<file path="src/rtl/uart_tx_arbiter_if.sv">
// Requester/transmitter bus of the shared-UART arbiter.
// master = arbiter side, slave = requesters plus transmitter side.
interface uart_tx_arbiter_if #(
  parameter int unsigned NUM_REQ    = 2,
  parameter int unsigned DATA_WIDTH = 8
);
  localparam int unsigned ID_W = $clog2(NUM_REQ);

  logic [NUM_REQ-1:0]            req;
  logic [NUM_REQ*DATA_WIDTH-1:0] req_data;
  logic [NUM_REQ-1:0]            ack;
  logic [NUM_REQ-1:0]            err;
  logic [ID_W-1:0]               grant_id;
  logic                          arb_busy;
  logic [DATA_WIDTH-1:0]         uart_data;
  logic                          uart_data_en;
  logic                          uart_tx_busy;

  modport master (
    input  req, req_data, uart_tx_busy,
    output ack, err, grant_id, arb_busy, uart_data, uart_data_en
  );

  modport slave (
    output req, req_data, uart_tx_busy,
    input  ack, err, grant_id, arb_busy, uart_data, uart_data_en
  );
endinterface

</file>
<file path="src/rtl/uart_tx_arbiter.sv">
// Round-robin arbiter sharing one UART transmitter among NUM_REQ requesters.
// Define UART_ARB_TIMEOUT_EN to abort launches whose busy never rises (err pulse).
module uart_tx_arbiter #(
  parameter int unsigned NUM_REQ        = 2,
  parameter int unsigned DATA_WIDTH     = 8,
  parameter int unsigned TIMEOUT_CYCLES = 16
) (
  input logic               clk,
  input logic               rstn,
  uart_tx_arbiter_if.master bus
);
  localparam int unsigned ID_W = $clog2(NUM_REQ);

  typedef enum logic [1:0] {IDLE, ISSUE, WAIT_BUSY, WAIT_DONE} state_e;

  state_e                  state_q, state_d;
  logic [ID_W-1:0]         grant_id_q, grant_id_d;
  logic [ID_W-1:0]         last_grant_q, last_grant_d;
  logic [DATA_WIDTH-1:0]   uart_data_q, uart_data_d;
  logic                    uart_data_en_q, uart_data_en_d;
  logic                    arb_busy_q, arb_busy_d;
  logic [NUM_REQ-1:0]      ack_q, ack_d;
  logic [NUM_REQ-1:0]      err_q, err_d;

  logic [NUM_REQ-1:0]      eligible_c;
  logic                    win_valid_c;
  logic [ID_W-1:0]         win_id_c;
  logic [DATA_WIDTH-1:0]   win_data_c;

  // First eligible index at or after last+1, wrapping.
  function automatic logic [ID_W:0] rr_pick(input logic [NUM_REQ-1:0] elig,
                                            input logic [ID_W-1:0]    last);
    logic            found;
    logic [ID_W-1:0] id;
    int unsigned     idx;
    found = 1'b0;
    id    = '0;
    for (int unsigned k = 0; k < NUM_REQ; k++) begin
      idx = 32'(last) + k + 32'd1;
      if (idx >= NUM_REQ) idx = idx - NUM_REQ;
      if (!found && elig[ID_W'(idx)]) begin
        found = 1'b1;
        id    = ID_W'(idx);
      end
    end
    return {found, id};
  endfunction

  // A requester in its ack/err cycle must not be re-granted immediately.
  assign eligible_c = bus.req & ~ack_q & ~err_q;
  assign {win_valid_c, win_id_c} = rr_pick(eligible_c, last_grant_q);

  always_comb begin
    win_data_c = '0;
    for (int unsigned i = 0; i < NUM_REQ; i++) begin
      if (win_id_c == ID_W'(i)) win_data_c = bus.req_data[i*DATA_WIDTH +: DATA_WIDTH];
    end
  end

`ifdef UART_ARB_TIMEOUT_EN
  localparam int unsigned CNT_W = $clog2(TIMEOUT_CYCLES + 1);

  logic [CNT_W-1:0] cnt_q, cnt_d;
  logic             timeout_c;

  // Cycles spent in WAIT_BUSY; zero everywhere else.
  always_comb begin
    cnt_d = '0;
    if (state_q == WAIT_BUSY && !bus.uart_tx_busy) cnt_d = cnt_q + CNT_W'(1);
  end

  assign timeout_c = (cnt_q == CNT_W'(TIMEOUT_CYCLES - 1));

  always_ff @(posedge clk) begin
    if (!rstn) cnt_q <= '0;
    else       cnt_q <= cnt_d;
  end
`endif

  always_comb begin
    state_d        = state_q;
    grant_id_d     = grant_id_q;
    last_grant_d   = last_grant_q;
    uart_data_d    = uart_data_q;
    uart_data_en_d = 1'b0;
    ack_d          = '0;
    err_d          = '0;

    case (state_q)
      IDLE: begin
        if (!bus.uart_tx_busy && win_valid_c) begin
          grant_id_d     = win_id_c;
          uart_data_d    = win_data_c;
          uart_data_en_d = 1'b1;
          state_d        = ISSUE;
        end
      end
      ISSUE: state_d = WAIT_BUSY;
      WAIT_BUSY: begin
        if (bus.uart_tx_busy) begin
          state_d = WAIT_DONE;
        end
`ifdef UART_ARB_TIMEOUT_EN
        else if (timeout_c) begin
          state_d      = IDLE;
          err_d        = NUM_REQ'(1) << grant_id_q;
          last_grant_d = grant_id_q;
        end
`endif
      end
      WAIT_DONE: begin
        if (!bus.uart_tx_busy) begin
          state_d      = IDLE;
          ack_d        = NUM_REQ'(1) << grant_id_q;
          last_grant_d = grant_id_q;
        end
      end
      default: state_d = IDLE;
    endcase

    arb_busy_d = (state_d != IDLE);
  end

  always_ff @(posedge clk) begin
    if (!rstn) begin
      state_q        <= IDLE;
      grant_id_q     <= '0;
      last_grant_q   <= ID_W'(NUM_REQ - 1);
      uart_data_q    <= '0;
      uart_data_en_q <= 1'b0;
      arb_busy_q     <= 1'b0;
      ack_q          <= '0;
      err_q          <= '0;
    end else begin
      state_q        <= state_d;
      grant_id_q     <= grant_id_d;
      last_grant_q   <= last_grant_d;
      uart_data_q    <= uart_data_d;
      uart_data_en_q <= uart_data_en_d;
      arb_busy_q     <= arb_busy_d;
      ack_q          <= ack_d;
      err_q          <= err_d;
    end
  end

  assign bus.ack          = ack_q;
  assign bus.err          = err_q;
  assign bus.grant_id     = grant_id_q;
  assign bus.arb_busy     = arb_busy_q;
  assign bus.uart_data    = uart_data_q;
  assign bus.uart_data_en = uart_data_en_q;
endmodule

</file>
<file path="src/flat_wrapper.sv">
// flat-port wrapper written by rule: the top's interface ports become plain ports
module uart_tx_arbiter_flat 
#(
  parameter int unsigned NUM_REQ        = 2,
  parameter int unsigned DATA_WIDTH     = 8,
  parameter int unsigned TIMEOUT_CYCLES = 16
)
  (clk, rstn, bus_req, bus_req_data, bus_uart_tx_busy, bus_ack, bus_err, bus_grant_id, bus_arb_busy, bus_uart_data, bus_uart_data_en);
  uart_tx_arbiter_if #(.NUM_REQ(NUM_REQ), .DATA_WIDTH(DATA_WIDTH)) bus_i ();
  input logic clk;
  input logic rstn;
  input wire logic [$bits(bus_i.req)-1:0] bus_req;
  input wire logic [$bits(bus_i.req_data)-1:0] bus_req_data;
  input wire logic [$bits(bus_i.uart_tx_busy)-1:0] bus_uart_tx_busy;
  output wire logic [$bits(bus_i.ack)-1:0] bus_ack;
  output wire logic [$bits(bus_i.err)-1:0] bus_err;
  output wire logic [$bits(bus_i.grant_id)-1:0] bus_grant_id;
  output wire logic [$bits(bus_i.arb_busy)-1:0] bus_arb_busy;
  output wire logic [$bits(bus_i.uart_data)-1:0] bus_uart_data;
  output wire logic [$bits(bus_i.uart_data_en)-1:0] bus_uart_data_en;
  assign bus_i.req = bus_req;
  assign bus_i.req_data = bus_req_data;
  assign bus_i.uart_tx_busy = bus_uart_tx_busy;
  assign bus_ack = bus_i.ack;
  assign bus_err = bus_i.err;
  assign bus_grant_id = bus_i.grant_id;
  assign bus_arb_busy = bus_i.arb_busy;
  assign bus_uart_data = bus_i.uart_data;
  assign bus_uart_data_en = bus_i.uart_data_en;
  uart_tx_arbiter #(.NUM_REQ(NUM_REQ), .DATA_WIDTH(DATA_WIDTH), .TIMEOUT_CYCLES(TIMEOUT_CYCLES)) u_core (.clk(clk), .rstn(rstn), .bus(bus_i));
endmodule
</file>
<file path="config.mk">
export PLATFORM = sky130hd
export DESIGN_NAME = uart_tx_arbiter_flat
export DESIGN_NICKNAME = d
export VERILOG_FILES = /design/src/rtl/uart_tx_arbiter_if.sv /design/src/rtl/uart_tx_arbiter.sv /design/src/flat_wrapper.sv
export SDC_FILE = /design/constraint.sdc
export NUM_CORES = 1
export LEC_CHECK = 0
export BUFFER_PORTS_ARGS = -buffer_cell sky130_fd_sc_hd__buf_4
export CORE_MARGIN = 4
export CORE_UTILIZATION = 42
export DETAILED_ROUTE_END_ITERATION = 10
export HOLD_SLACK_MARGIN = 0.15
export PLACE_DENSITY = 0.75
export SYNTH_ARGS = -nofsm -noshare
export SYNTH_HDL_FRONTEND = slang
export SYNTH_SLANG_ARGS = --single-unit
export TNS_END_PERCENT = 5
</file>
<file path="constraint.sdc">
create_clock -name clk -period 1.6 [get_ports clk]
set_input_delay 0.16 -clock clk [delete_from_list [all_inputs] [get_ports clk]]
set_output_delay 0.16 -clock clk [all_outputs]
set_load 0.01 [all_outputs]
</file>
* After elaboration in Yosys (flattened, before gate mapping)
Index checks and enable logic that the tools add are counted.
Storage, ports and cells: register bits after elaboration 16, input bits 21, output and inout port bits 15, word-level logic and storage cells 50
Cells by class: add/sub/neg operators 4, order comparisons 4, eq/ne operators 3, shift-type cells 1, mux-type cells 16, bitwise logic cells 5, reductions and logical operators 10
Operators by type and width (number):
- 32-bit by 2-bit >= comparator with 1-bit output, second input constant | 1
- 1-bit 2-to-1 mux | 11
- 8-bit 2-to-1 mux | 1
- 2-bit one-hot mux with 4 select lines | 1
- 2-bit 2-to-1 mux | 3
- 2-bit AND reduction | 3
- 2-bit equality test, second input constant | 2
- 1-bit by 2-bit less-than comparator with 1-bit output, second input constant | 2
- 2-bit by 1-bit adder with 3-bit output, second input constant | 1
- 1-bit inverter | 3
- 3-bit OR reduction | 1
- 1-bit by 1-bit adder with 2-bit output, second input constant | 1
- 2-bit AND | 1
- 2-bit by 1-bit equality test with 1-bit output, second input constant | 1
- 2-bit >= comparator, second input constant | 1
- 1-bit logical AND | 2
- 1-bit zero test | 2
- 2-bit zero test | 1
- 2-bit inverter | 1
- 2-bit nonzero test | 1
- 1-bit by 1-bit left shift with 2-bit output, first input constant | 1
- 1-bit subtractor, second input constant | 2

* Logic depth before layout (Yosys ltp)
word-level depth 13, depth in mapped cells 5, gate-level depth less buffers 4

* Least setup slack after synthesis
OpenSTA, ideal clock, no wires.
kind reg-to-reg, start point register u_core.ack_q[0] (netlist: u_core.bus.ack[0]), end point register u_core.uart_data_q[2] (netlist: u_core.bus.uart_data[2]), library setup time 0.066 ns, data arrival time 1.351 ns, data required time 1.534 ns, slack 0.183 ns, stages on the path, launching flop included 6, path buffers 1, clock period less this slack 1.417 ns, cells stage by stage dfxtp_1 > nand2b_4 > a2111oi_4 > buf_6 > o21ai_2 > a21oi_2
Between the ends: longest elaborated chain between the ends 10, elaborated cells on any way between the ends 15, classes of those cells mux: 9; bitwise: 2; reduce/logical: 4
Ends and longest elaborated chain:
- start: declaration | RTL line uart_tx_arbiter.sv:22 | logic [NUM_REQ-1:0] ack_q, ack_d;
- start signal: assignment | RTL line uart_tx_arbiter.sv:141 | ack_q <= ack_d;
- 2-bit inverter (*) | RTL line uart_tx_arbiter.sv:50 | assign eligible_c = bus.req & ~ack_q & ~err_q;
- 2-bit AND (*) | RTL line uart_tx_arbiter.sv:50
- 1-bit 2-to-1 mux (not written as such) (2 in a row) | RTL line uart_tx_arbiter.sv:41 | if (!found && elig[ID_W'(idx)]) begin
- 1-bit 2-to-1 mux | RTL line uart_tx_arbiter.sv:41
- 1-bit zero test | RTL line uart_tx_arbiter.sv:41
- 1-bit logical AND | RTL line uart_tx_arbiter.sv:41
- 1-bit 2-to-1 mux | RTL line uart_tx_arbiter.sv:41
- 1-bit logical AND | RTL line uart_tx_arbiter.sv:91 | if (!bus.uart_tx_busy && win_valid_c) begin
- 2-bit AND reduction (no line)
- end signal: assignment | RTL line uart_tx_arbiter.sv:138 | uart_data_q <= uart_data_d;
- end: declaration | RTL line uart_tx_arbiter.sv:19 | logic [DATA_WIDTH-1:0] uart_data_q, uart_data_d;
Mark *: on every way between the ends. The rest lies on a longest branch, timed or not. The select of a mux whose other input is x is not followed. A chain may end at the register's enable or synchronous reset.

* Worst setup path after layout
start point register u_core.ack_q[0] (netlist: u_core.bus.ack[0]), end point register u_core.uart_data_q[5] (netlist: u_core.bus.uart_data[5])
Same word-level chain as after synthesis.

==> summary.txt <==
Routing
  • Routed WL: 1410 µm
  • DR vias: ~600
  • Routed vias/inst: ~5
  • Residual DRC: 0
  • DRT Pass-1 Iters: 3
  • Initial drt markers: 6
  • Wire per inst: between 10 and 15 µm
  • Antenna Violating Nets Remaining: 0

Setup path
  • Crit path max-delay cell type: a2111oi_4
  • Crit path DAT: roughly 1700 ps
  • Critical setup path kind: reg -> reg
  • Reg2reg path depth: 5
  • Worst endpoint required time: between 1500 and 2000 ps
  • Critical R2R Capture: u_core.bus.uart_data[5]
  • Flop-to-flop setup slack: about 160 ps
  • Largest stage delay, worst path: approximately 460 ps
  • Critical Path Fanout Max: 16
  • Cell breakdown of the critical path: nand2b_4, a2111oi_4, buf_6, o21ai_0, a21oi_1
  • Setup crit end kind: flip-flop
  • R2r startpoint: u_core.bus.ack[0]
  • CP startpoint kind: flip-flop

Power and ir drop
  • Switching Fraction: between 20% and 30%
  • Sw power: roughly 0.00022 W
  • Power per Cell Area: approximately 910 nW/µm²
  • Flop pwr share: approximately half
  • Leak pwr: approximately 0.44 nW
  • Clock Power Share: 28.9%
  • Pint: ~0.00067 W
  • Comb power frac: between 20% and 30%
  • Peak VDD IR: 0.514 mV

Synth
  • Synth cell count leaders: 16 x dfxtp_1, 10 x mux2i_1, 9 x a21oi_1
  • Count of cell types in the netlist: 22
  • Post-Syn Area: just under 700 µm²
  • Async set-reset flop share out of synthesis: 0%
  • Mean Syn Cell Area: just under 10 µm²
  • Synth area leader: dfxtp_1
  • Dominant cells by area after synthesis: dfxtp_1 47%, mux2i_1 15%, a21oi_1 6.6%, o21ai_0 5.9%, a2111oi_4 4.1%
  • Yosys warns: 0
  • Synth Instances: 69
  • Synth top area share: between 40% and 50%
  • Synth Flop Type: dfxtp_1
  • Register area share after synthesis: between 40% and 50%
  • Top-count cell post-synth: dfxtp_1
  • Post-synth EDFFs: 0
  • FF+latch count, synth: 16

Floorplanning
  • Die area: approximately 2300 µm²
  • Starting density of the core: between 40% and 50%
  • Ports: 36
  • Die Y: 48.2 µm
  • Die width: 48.2 µm
  • Core box area: roughly 1500 µm²
  • Num rows: 14

Worst hold path
  • Hold path start: bus_req_data[1]
  • Hold path endpoint: u_core.bus.uart_data[1]
  • Worst hold path type: in -> reg
  • Hold Path Depth: 3

Placed design
  • HPWL Detailed: 1110 µm
  • Dpl cell area: ~930 µm²
  • Routability congestion estimate: roughly 0.76
  • Port bufs: 33

STA
  • RSZ-0062 raised after global routing: no
  • Final setup viols: 0
  • Final Critical Period: between 1000 and 1500 ps
  • Slew Limit Fails: 0
  • Peak Freq: 0.696 GHz
  • Endpoints failing hold: 0
  • Setup_tns: 0 ps
  • Skew final: between 3 and 4 ps
  • Fin crit share: around nine tenths

Status
  • Status: finished clean

Clocking
  • Post-CTS Setup Repair Bufs: 0
  • Clk buf depth: 2
  • Cts bufs inserted: 3
  • Clock Latency Late Sink: approximately 280 ps
  • CTS Sinks: 16
  • H-Tree Depth: 1
  • TritonCTS clock tree: built
  • CTS root buffer: clkbuf_4
  • Reg clk slew, reported paths: about 90 ps

Layout
  • Fill cells: between 100 and 150
  • Final-stage net count: around 130
  • ANT cells: 0
  • Layout cells sized above 1: about 40%
  • Synth-to-layout area growth: 44.4%
  • Finished Cell Area: 981 µm²

Job
  • Max-Cap Viols: 0

Global routing
  • First-pass GRT wire length: 2240 µm
  • Antenna violations before repair: 0
  • Pin count of the biggest net entering global routing: 17
  • GRT overflow: 0
  • Vias in the first global route: 565
  • Gr usage total: about 14%
## power groups by stage
stage	Combinational, W	Sequential [W]	Clock, W
CTS	0.000187	0.000448	0.000270
global route	0.000207	0.000453	0.000285
floorplan	0.0000835	0.000468	0
finish	0.000186	0.000448	0.000258
detailed placement	0.000184	0.000457	0
global placement	0.000179	0.000458	0
## sequential cells by signal (all words and copies together), names as in the netlist
register                 count
u_core.bus.ack               2
u_core.bus.arb_busy          1
u_core.bus.grant_id          1
u_core.bus.uart_data         8
u_core.bus.uart_data_en      1
u_core.last_grant_q          1
u_core.state_q               2
## through the flow
step	std cells	total power, W	setup WS, ps	hold slack (ps)	util, %
5_1_grt	121	0.000945	38.4	163	64.4
3_5_place_dp	116	0.000641	142	423	61.1
3_3_place_gp	116	0.000637	189	416	61.1
2_1_floorplan	70	0.000551	183	288	-
4_1_cts	121	0.000905	119	154	64.1
6_report	121	0.000891	163	168	64.4
## cells in the final DEF (no fill, tap or decap)
| cell | n |
|---|---|
| nor2b_1 | 2 |
| clkbuf_8 | 1 |
| o21ai_0 | 8 |
| o21ai_2 | 1 |
| buf_4 | 34 |
| and2_1 | 1 |
| clkbuf_4 | 3 |
| a2111oi_4 | 1 |
| dlygate4sd3_1 | 1 |
| dfxtp_1 | 16 |
| a21oi_1 | 9 |
| conb_1 | 2 |
| a21oi_2 | 1 |
| nor3_1 | 1 |
| nand2b_1 | 1 |
| nand2_1 | 3 |
| a31oi_1 | 1 |
| nor2_1 | 5 |
| and3_1 | 1 |
| inv_1 | 1 |
| mux2i_1 | 10 |
| nand2b_4 | 1 |
| buf_6 | 1 |
## final cells by class
class	count	area [µm²]	share of cell area [%]
clock buffers	4	36.3	3.70
inverters	1	3.75	0.383
multi-input cells	48	324	33.0
flip-flops and latches	16	320	32.7
well taps	16	20.0	2.04
repair buffers	36	277	28.2
## per-layer routing
layer	GRT usage, %	routed length, µm	up-vias
met5	0	0	-
met4	8.60	24	0
met3	4.43	170	2
met2	22.4	629	31
met1	16.9	585	254
li1	-	-	310
## worst max-delay path by stage
stage	startpoint	endpoint	slack, ps	cells after the start
2_1_floorplan	u_core.bus.ack[0]	u_core.bus.uart_data[2]	180	5
3_3_place_gp	u_core.bus.ack[0]	u_core.bus.uart_data[1]	190	5
3_5_place_dp	u_core.bus.ack[1]	u_core.bus.uart_data[0]	140	5
4_1_cts	u_core.bus.ack[0]	u_core.bus.uart_data[6]	120	5
5_1_grt	u_core.bus.ack[1]	u_core.bus.uart_data[0]	40	5
6_report	u_core.bus.ack[0]	u_core.bus.uart_data[5]	160	5
## cells by family (layout without fill, tap and decap cells)
family / after synthesis / in the layout / share of synthesized area (%)
simple gates: 15 / 15 / 11.8
mux: 10 / 10 / 14.7
buf+inv: 6 / 41 / 5.71
other cells: 1 / 2 / 0.552
compound gates: 21 / 21 / 20.1
flops: 16 / 16 / 47.1
## worst max-delay path: cells and delay by family (launching register included)
family	cells	cell delay (ps)
flops	1	330
buf+inv	1	220
simple gates	1	150
compound gates	3	670
## timing repair
| action | in CTS | in global routing |
|---|---|---|
| gates resized for setup | 0 | 1 |
| hold buffers | 1 | 0 |
| hold endpoints to repair | 1 | 0 |
| endpoints found under the setup margin | 0 | 2 |
(Power assumes the default switching activity.)
